<file path="config.mk">
export PLATFORM = sky130hd
export DESIGN_NAME = fifo_sync_ex
export DESIGN_NICKNAME = d
export VERILOG_FILES = /design/src/rtl/fifo_pkg.sv /design/src/rtl/fifo_wrap_ptr.sv /design/src/rtl/fifo_sync_ex.sv
export SDC_FILE = /design/constraint.sdc
export NUM_CORES = 1
export LEC_CHECK = 0
export CORE_UTILIZATION = 40
export CTS_BUF_LIST = sky130_fd_sc_hd__clkbuf_16
export CTS_CLUSTER_SIZE = 16
export DETAILED_ROUTE_END_ITERATION = 10
export PLACE_DENSITY = 0.66
export SYNTH_ARGS = -nofsm -noshare
export SYNTH_HDL_FRONTEND = slang
export SYNTH_SLANG_ARGS = --single-unit
</file>
<file path="constraint.sdc">
create_clock -name clk -period 2.4 [get_ports clk]
set_input_delay 0.48 -clock clk [delete_from_list [all_inputs] [get_ports clk]]
set_output_delay 0.48 -clock clk [all_outputs]
set_load 0.005 [all_outputs]
</file>
<file path="src/rtl/fifo_pkg.sv">
// fifo_pkg: shared helpers for the synchronous FIFO family.
//   clog2_f            ceiling log2, usable in constant expressions
//   FIFO_MAX_DEPTH     largest supported storage depth
//   FIFO_CHECK_PARAMS  generate-time legality check on DEPTH/AF_LEVEL/AE_LEVEL
`ifndef FIFO_PKG_SV
`define FIFO_PKG_SV

`define FIFO_CHECK_PARAMS(D, AF, AE) \
  if ((D) < 2 || (D) > fifo_pkg::FIFO_MAX_DEPTH) begin : g_bad_depth \
    $error("fifo: DEPTH must be in 2..1024"); \
  end \
  if ((AF) < 1 || (AF) > (D)) begin : g_bad_af \
    $error("fifo: AF_LEVEL must be in 1..DEPTH"); \
  end \
  if ((AE) < 0 || (AE) > (D) - 1) begin : g_bad_ae \
    $error("fifo: AE_LEVEL must be in 0..DEPTH-1"); \
  end

package fifo_pkg;

  localparam int FIFO_MAX_DEPTH = 1024;

  function automatic int clog2_f(input int n);
    int r;
    int v;
    r = 0;
    v = 1;
    while (v < n) begin
      v = v * 2;
      r = r + 1;
    end
    return r;
  endfunction

endpackage

`endif

</file>
<file path="src/rtl/fifo_wrap_ptr.sv">
// fifo_wrap_ptr: modulo-DEPTH pointer that wraps from DEPTH-1 to 0
// without relying on a power-of-2 depth.
//   clk    rising-edge clock
//   clear  synchronous active-low reset, pointer returns to 0
//   inc    advance the pointer by one slot
//   ptr    current slot index, 0..DEPTH-1
module fifo_wrap_ptr
  import fifo_pkg::*;
#(
  parameter int DEPTH = 3,
  localparam int PW   = clog2_f(DEPTH)
) (
  input  logic          clk,
  input  logic          clear,
  input  logic          inc,
  output logic [PW-1:0] ptr
);

  localparam logic [PW-1:0] LAST = PW'(DEPTH - 1);

  always_ff @(posedge clk) begin
    if (!clear) begin
      ptr <= '0;
    end else if (inc) begin
      if (ptr == LAST) ptr <= '0;
      else             ptr <= ptr + 1'b1;
    end
  end

endmodule

</file>
<file path="src/rtl/fifo_sync_ex.sv">
// fifo_sync_ex: parametrised synchronous FIFO with arbitrary depth,
// occupancy count, threshold flags and one-cycle event strobes.
// Optional macro FIFO_FWFT_EN selects first-word-fall-through reads;
// without it reads are registered (1-cycle latency).
//   clk            rising-edge clock
//   clear          synchronous active-low reset
//   push/in_data   write request and data
//   pop            read request
//   out_data       read data; out_valid qualifies it
//   count          words stored
//   full/empty     count == DEPTH / count == 0
//   almost_full    count >= AF_LEVEL
//   almost_empty   count <= AE_LEVEL
//   pushed_last    accepted push filled the FIFO
//   popped_last    accepted pop emptied the FIFO
//   overflow       push rejected
//   underflow      pop rejected
module fifo_sync_ex
  import fifo_pkg::*;
#(
  parameter int DEPTH      = 3,
  parameter int DATA_WIDTH = 8,
  parameter int AF_LEVEL   = 2,
  parameter int AE_LEVEL   = 1,
  localparam int CW        = clog2_f(DEPTH + 1)
) (
  input  logic                  clk,
  input  logic                  clear,
  input  logic                  push,
  input  logic                  pop,
  input  logic [DATA_WIDTH-1:0] in_data,
  output logic [DATA_WIDTH-1:0] out_data,
  output logic                  out_valid,
  output logic [CW-1:0]         count,
  output logic                  full,
  output logic                  empty,
  output logic                  almost_full,
  output logic                  almost_empty,
  output logic                  pushed_last,
  output logic                  popped_last,
  output logic                  overflow,
  output logic                  underflow
);

  `FIFO_CHECK_PARAMS(DEPTH, AF_LEVEL, AE_LEVEL)

  localparam int PW = clog2_f(DEPTH);
  localparam logic [CW-1:0] DEPTH_C = CW'(DEPTH);
  localparam logic [CW-1:0] AF_C    = CW'(AF_LEVEL);
  localparam logic [CW-1:0] AE_C    = CW'(AE_LEVEL);

  logic [DATA_WIDTH-1:0] mem [0:DEPTH-1];
  logic [PW-1:0]         wp;
  logic [PW-1:0]         rp;
  logic                  push_ok;
  logic                  pop_ok;
  logic [CW-1:0]         count_next;

  // A push into a full FIFO is still taken when a pop frees a slot in the
  // same cycle; a pop on an empty FIFO is never taken, even alongside a push.
  always_comb begin
    pop_ok     = pop & ~empty;
    push_ok    = push & (~full | pop_ok);
    count_next = count;
    if (push_ok && !pop_ok)      count_next = count + 1'b1;
    else if (pop_ok && !push_ok) count_next = count - 1'b1;
  end

  fifo_wrap_ptr #(.DEPTH(DEPTH)) u_wp (
    .clk   (clk),
    .clear (clear),
    .inc   (push_ok),
    .ptr   (wp)
  );

  fifo_wrap_ptr #(.DEPTH(DEPTH)) u_rp (
    .clk   (clk),
    .clear (clear),
    .inc   (pop_ok),
    .ptr   (rp)
  );

  // Stored data is not cleared on reset; count/pointers make it unreachable.
  always_ff @(posedge clk) begin
    if (clear && push_ok) mem[wp] <= in_data;
  end

  always_ff @(posedge clk) begin
    if (!clear) begin
      count        <= '0;
      full         <= 1'b0;
      empty        <= 1'b1;
      almost_full  <= 1'b0;
      almost_empty <= 1'b1;
      pushed_last  <= 1'b0;
      popped_last  <= 1'b0;
      overflow     <= 1'b0;
      underflow    <= 1'b0;
    end else begin
      count        <= count_next;
      full         <= (count_next == DEPTH_C);
      empty        <= (count_next == '0);
      almost_full  <= (count_next >= AF_C);
      almost_empty <= (count_next <= AE_C);
      pushed_last  <= push_ok & (count_next == DEPTH_C) & (count != DEPTH_C);
      popped_last  <= pop_ok & (count_next == '0);
      overflow     <= push & ~push_ok;
      underflow    <= pop & ~pop_ok;
    end
  end

`ifdef FIFO_FWFT_EN
  // Head word is shown directly; gated to 0 while empty so reset state is clean.
  always_comb begin
    out_valid = ~empty;
    out_data  = empty ? '0 : mem[rp];
  end
`else
  always_ff @(posedge clk) begin
    if (!clear) begin
      out_data  <= '0;
      out_valid <= 1'b0;
    end else if (pop_ok) begin
      out_data  <= mem[rp];
      out_valid <= 1'b1;
    end else begin
      out_valid <= 1'b0;
    end
  end
`endif

endmodule

</file>
==> results of run 1 <==
-- kinds of logic (layout without fill, tap and decap cells) --
logic type      Yosys count  count (layout)  synth area share (%)
fa+ha+maj                 1               1                 0.667
mux                      10              10                  5.87
flops                    47              47                  63.0
buf+inv                  13              48                  3.07
compound gates           37              37                  15.4
simple gates             40              40                  12.0
-- Yosys cell counts (all sizes together), types with 3 or more instances --
| master | instances | area (um2) |
|---|---|---|
| clkbuf | 4 | 15.0 |
| mux2 | 8 | 90.1 |
| nand2 | 14 | 55.1 |
| dfxtp | 23 | 460 |
| inv | 4 | 15.0 |
| nand2b | 11 | 68.8 |
| a2111oi | 3 | 63.8 |
| edfxtp | 24 | 721 |
| o211ai | 8 | 60.1 |
| buf | 5 | 27.5 |
| a21oi | 13 | 65.1 |
-- worst reg2reg max path: stages, from the launching register on --
cell and delay, ns:
dfxtp_1 0.42, ha_1 0.49, nor4bb_1 0.10, a2111oi_0 0.45, a21oi_1 0.08
-- path summary, 6_finish.rpt --
path,cells after the start,to
worst min-delay path,2,out_data[7]$_SDFFE_PN0P_
worst max-delay path,1,full
worst min register to register,2,out_data[7]$_SDFFE_PN0P_
worst max register to register,4,empty$_SDFF_PN1_
-- final cells by class --
cell class,count,share of cell area [%]
inverters,4,0.630
repair buffers,37,14.8
multi-input cells,88,26.7
clock buffers,5,5.25
well taps,52,2.73
clock inverters,2,0.367
flip-flops and latches,47,49.5
-- metrics by stage --
step / setup WS, ns / util, % / power, mW / instance area, um2 / hold WS (ns)
detailed placement: 0.179 / 50.6 / 1.56 / 2250 / 0.444
global placement: 0.227 / 50.6 / 1.54 / 2250 / 0.440
finish: 0.480 / 53.7 / 2.18 / 2380 / 0.449
global route: 0.387 / 53.7 / 2.29 / 2380 / 0.475
CTS: 0.478 / 53.7 / 2.20 / 2380 / 0.451
floorplan: 0.752 / - / 1.32 / 1880 / 0.448
-- flip-flops by register name, summed over array words and instances (netlist names) --
name / flops
overflow: 1
full: 1
popped_last: 1
empty: 1
mem: 24
almost_empty: 1
out_valid: 1
u_rp.ptr: 2
pushed_last: 1
u_wp.ptr: 2
underflow: 1
almost_full: 1
count: 2
out_data: 8
-- power groups by stage --
| stage | registers (mW) | clock network, mW | logic [mW] |
|---|---|---|---|
| final | 1.04 | 0.633 | 0.510 |
| after detailed placement | 1.05 | 0 | 0.509 |
| after CTS | 1.04 | 0.647 | 0.514 |
| after floorplan | 1.03 | 0 | 0.295 |
| after global placement | 1.04 | 0 | 0.493 |
| after global routing | 1.05 | 0.676 | 0.557 |
-- routing by layer --
layer | part of all wire (%) | global-route usage [%] | vias to the layer above | routed length (um)
met4 | 1.8 | 7.03 | 0 | 66
met3 | 4.7 | 4.76 | 4 | 170
li1 | - | - | 620 | -
met2 | 54 | 27.5 | 34 | 1960
met5 | 0 | 0 | - | 0
met1 | 40 | 18.0 | 615 | 1450
==> flow_summary.ini, run 1 <==
[cts]
worstSkewPairLatency_ns = 0.28
cts_sinks = 47
clk_pin_slew_worst_paths_ns = 0.06
htreeDepth = 2
ctsHoldBuffers = 0
cts.root.buffer_cell = clkbuf_16
cts_setup_buffers = 0
cts-resized-gates = 0
numCtsBuffers = 5
clockBufferDepth = 2
cts_tree = yes

[timing]
period_needed_ns = 1.92
min_period_over_period_pct = 80.0
drv_slew = 0
grt_setup_unrepaired = false
slew_headroom_pct = 57.3
worst_pin_slew_ns = 0.639
finalSetupViolCount = 0
tns_ns = 0
fmax_mhz = 521
skew_ns = 0.00444
hold_violations = 0

[synthesis]
ys_ff_latch = 47
yosys_most_used_dff = edfxtp_1
synthCells = 148
ys.warnings.count = 0
ys_seq_area_share_pct = 63.0
avgSynthCellArea_um2 = 12.7
async_flop_share_pct = 0
synth_edf_count = 24
synth.distinct_cells = 35
synth_fp_nets = 161
synth_area_um2 = 1880

[worst_setup_path]
arrival_ns = 1.44
cp_slowest_stage_delay_ns = 0.59
crit_required_ns = 1.92
slowest_stage = clkdlybuf4s50_1
path_buf_inv = 1
crit_family = buffers and inverters
critical_path_peak_fanout = 9
end_kind = output pin
crit_chain = clkdlybuf4s50_1
ff2ff_setup_slack_ns = 0.73
setup.worst_path.class = reg -> out
cp-start-kind = flop
crit_start = full$_SDFF_PN0_
reg2reg_from = count[0]$_SDFF_PN0_

[detailed_routing]
finalWirelength_um = 3660
viasPerCell = 5.42
vias = 1273
drc_errors = 3
detail-route-antenna-nets = 0
drt_iter0_markers = 76
wl_per_cell_um = 15.6
firstDrtPassIters = 7

[placement]
port_buffers = 30
hpwlAfterDp_um = 2550
placed_cells = 228
place_congestion = 0.835

[pwr]
clockPowerShare_pct = 29.0
swShare_pct = 26.6
switchingPower_mw = 0.581
powerDensity_nw_per_um2 = 915
internal_power_mw = 1.60
power_leakage_nw = 0.820
peakVddDrop_v = 0.000323
p_comb_share_pct = 23.4
power_frac_seq_pct = 47.6

[global_route]
grt_usage_pct = 15.9
grt_pass1_wl_um = 5840
antenna_found_initial = 0
grt_pass1_vias = 1247
grt_start_max_net_pins = 20
grt.overflow.total = 0

[min_path]
hold_class = reg -> reg
holdCritStartpoint = out_data[7]$_SDFFE_PN0P_

[floorplan]
die_w_um = 70.5
initial_core_util_pct = 42.2
io_pins = 31
core_um2 = 4440
dieHeight_um = 70.5
dieArea_um2 = 4970
num_rows = 24

[final_layout]
syn2layout_area_growth_pct = 27.2
nets = 196
multi_input_area_um2 = 637
final_cell_mix = clkdlybuf4s50_1 (30), edfxtp_1 (24), dfxtp_1 (23), a21oi_1 (13), nand2_1 (13)
instances_no_fill = 235
drive_above_1_share_pct = 14.8
layout_commonest_cell = clkdlybuf4s50_1
final.fill_count = 380
diodes = 0
regArea_um2 = 1180

[job]
drv_cap = 0

[run_status]
violations = DRC
status = finished, violations left
Note: power is estimated with default switching activity, not from simulation.
==> run 2, diff against run 1 <==
==> constraint.sdc (replaced) <==
create_clock -name clk -period 1.83 [get_ports clk]
set_input_delay 0.366 -clock clk [delete_from_list [all_inputs] [get_ports clk]]
set_output_delay 0.366 -clock clk [all_outputs]
set_load 0.005 [all_outputs]
==> flow_summary.ini, run 2 (same netlist as run 1, synthesis figures left out) <==
[cts]
numCtsBuffers = 5
htreeDepth = 2
clk_pin_slew_worst_paths_ns = 0.06
ctsHoldBuffers = 0
cts_sinks = 47
cts.root.buffer_cell = clkbuf_16
worstSkewPairLatency_ns = 0.28
clockBufferDepth = 2
cts_tree = yes

[final_layout]
top_regs = mem x24, out_data x8
post-route-util_pct = 55.8
layout_commonest_cell = clkdlybuf4s50_1
regMostFlops = mem
final.fill_count = 373
largest_reg_flops = 24
final_cell_mix = clkdlybuf4s50_1 (30), edfxtp_1 (24), dfxtp_1 (22), buf_4 (17)
nets = 206
syn2layout_area_growth_pct = 32.2
instances_no_fill = 246
drive_above_1_share_pct = 20.6
diodes = 0

[worst_setup_path]
slowest_stage = clkdlybuf4s50_1
cp_slowest_stage_delay_ns = 0.56
reg2reg_depth = 5
r2r-end = empty$_SDFF_PN1_
crit_required_ns = 1.46
crit_start = count[1]$_SDFF_PN0_
reg2reg_from = count[1]$_SDFF_PN0_
path_buf_inv = 1
ff2ff_setup_slack_ns = 0.18
end_kind = output pin
setup.worst_path.class = reg -> out
cp-start-kind = flop
arrival_ns = 1.32
critical_path_peak_fanout = 8
crit_family = buffers and inverters
crit_chain = clkdlybuf4s50_1

[timing]
min_period_over_period_pct = 91.9
worst_pin_slew_ns = 0.620
skew_ns = 0.00295
grt_setup_unrepaired = false
period_needed_ns = 1.68
hold_violations = 0
fmax_mhz = 595
slew_headroom_pct = 58.6
timing.final.ws_setup_ns = 0.149
tns_ns = 0
drv_slew = 0
finalSetupViolCount = 0

[global_route]
grt_pass1_wl_um = 5780
grt_start_max_net_pins = 20
grt_pass1_vias = 1249
grt_usage_pct = 15.6
grt.overflow.total = 0
antenna_found_initial = 0

[floorplan]
dieHeight_um = 70.5
num_rows = 24
core_um2 = 4440
io_pins = 31
initial_core_util_pct = 42.2
die_w_um = 70.5
dieArea_um2 = 4970

[pwr]
power_frac_seq_pct = 45.7
power_leakage_nw = 0.873
p_comb_share_pct = 24.8
power_mw = 2.94
switchingPower_mw = 0.787
internal_power_mw = 2.15
powerDensity_nw_per_um2 = 1180
clockPowerShare_pct = 29.5
peakVddDrop_v = 0.000571
swShare_pct = 26.8

[detailed_routing]
drc_errors = 2
firstDrtPassIters = 7
vias = 1283
wl_per_cell_um = 14.2
viasPerCell = 5.22
drt_iter0_markers = 39
detail-route-antenna-nets = 0
finalWirelength_um = 3500

[min_path]
min_to = out_data[7]$_SDFFE_PN0P_
whs_path_depth = 2
holdCritStartpoint = out_data[7]$_SDFFE_PN0P_
hold_class = reg -> reg

[run_status]
status = finished, violations left
violations = DRC

[job]
drv_cap = 0

[placement]
port_buffers = 30
pre_cts_ws_ns = -0.187
hpwlAfterDp_um = 2580
place_congestion = 0.874
placed_cells = 238
run 2: cell count changes in the layout (fill, tap and decap cells not counted), sizes merged:
cell      previous run  this run
buf                  7        17
clkinvlp             0         1
run 2: how the worst max path moves through the flow:
stage	to	cells past startpoint
4_1_cts	full	1
3_3_place_gp	empty$_SDFF_PN1_	6
3_5_place_dp	empty$_SDFF_PN1_	6
5_1_grt	mem[1][2]$_DFFE_PP_	4
2_1_floorplan	mem[0][0]$_DFFE_PP_	3
6_report	count[1]	1
run 2: final cells by class:
cell class                      instances  area [um2]  area share [%]
Sequential cell                        47        1180            47.7
Multi-Input combinational cell         88         643            25.9
Timing Repair Buffer                   47         428            17.3
Clock buffer                            5         125            5.05
Tap cell                               52        65.1            2.62
Clock inverter                          3        20.0           0.808
Inverter                                4        15.0           0.606
run 2: stage by stage:
stage,hold slack (ns),cell area [um2]
2_1_floorplan,0.448,1880
3_3_place_gp,0.438,2330
3_5_place_dp,0.446,2330
4_1_cts,0.453,2470
5_1_grt,0.469,2480
6_report,0.449,2480
run 2: what timing repair did:
item                       CTS  global route
buffers inserted             0             0
setup endpoints to repair    0             2
resized for setup            0             3
run 2: worst min-delay path: stages (launching register included):
cell and delay (ns):
dfxtp_1 0.31, nand2_1 0.05, a21oi_1 0.05
run 2: metal layers:
metal,wire (um),track usage (%)
met5,0,0
met3,110,4.33
met2,1770,25.5
met1,1540,18.5
met4,75,9.07
run 2: power groups by stage:
| stage | logic (mW) | clock network (mW) | registers [mW] |
|---|---|---|---|
| after floorplan | 0.387 | 0 | 1.34 |
| after global placement | 0.692 | 0 | 1.36 |
| after detailed placement | 0.717 | 0 | 1.36 |
| after CTS | 0.721 | 0.893 | 1.34 |
| after global routing | 0.791 | 0.942 | 1.36 |
| final | 0.728 | 0.866 | 1.34 |
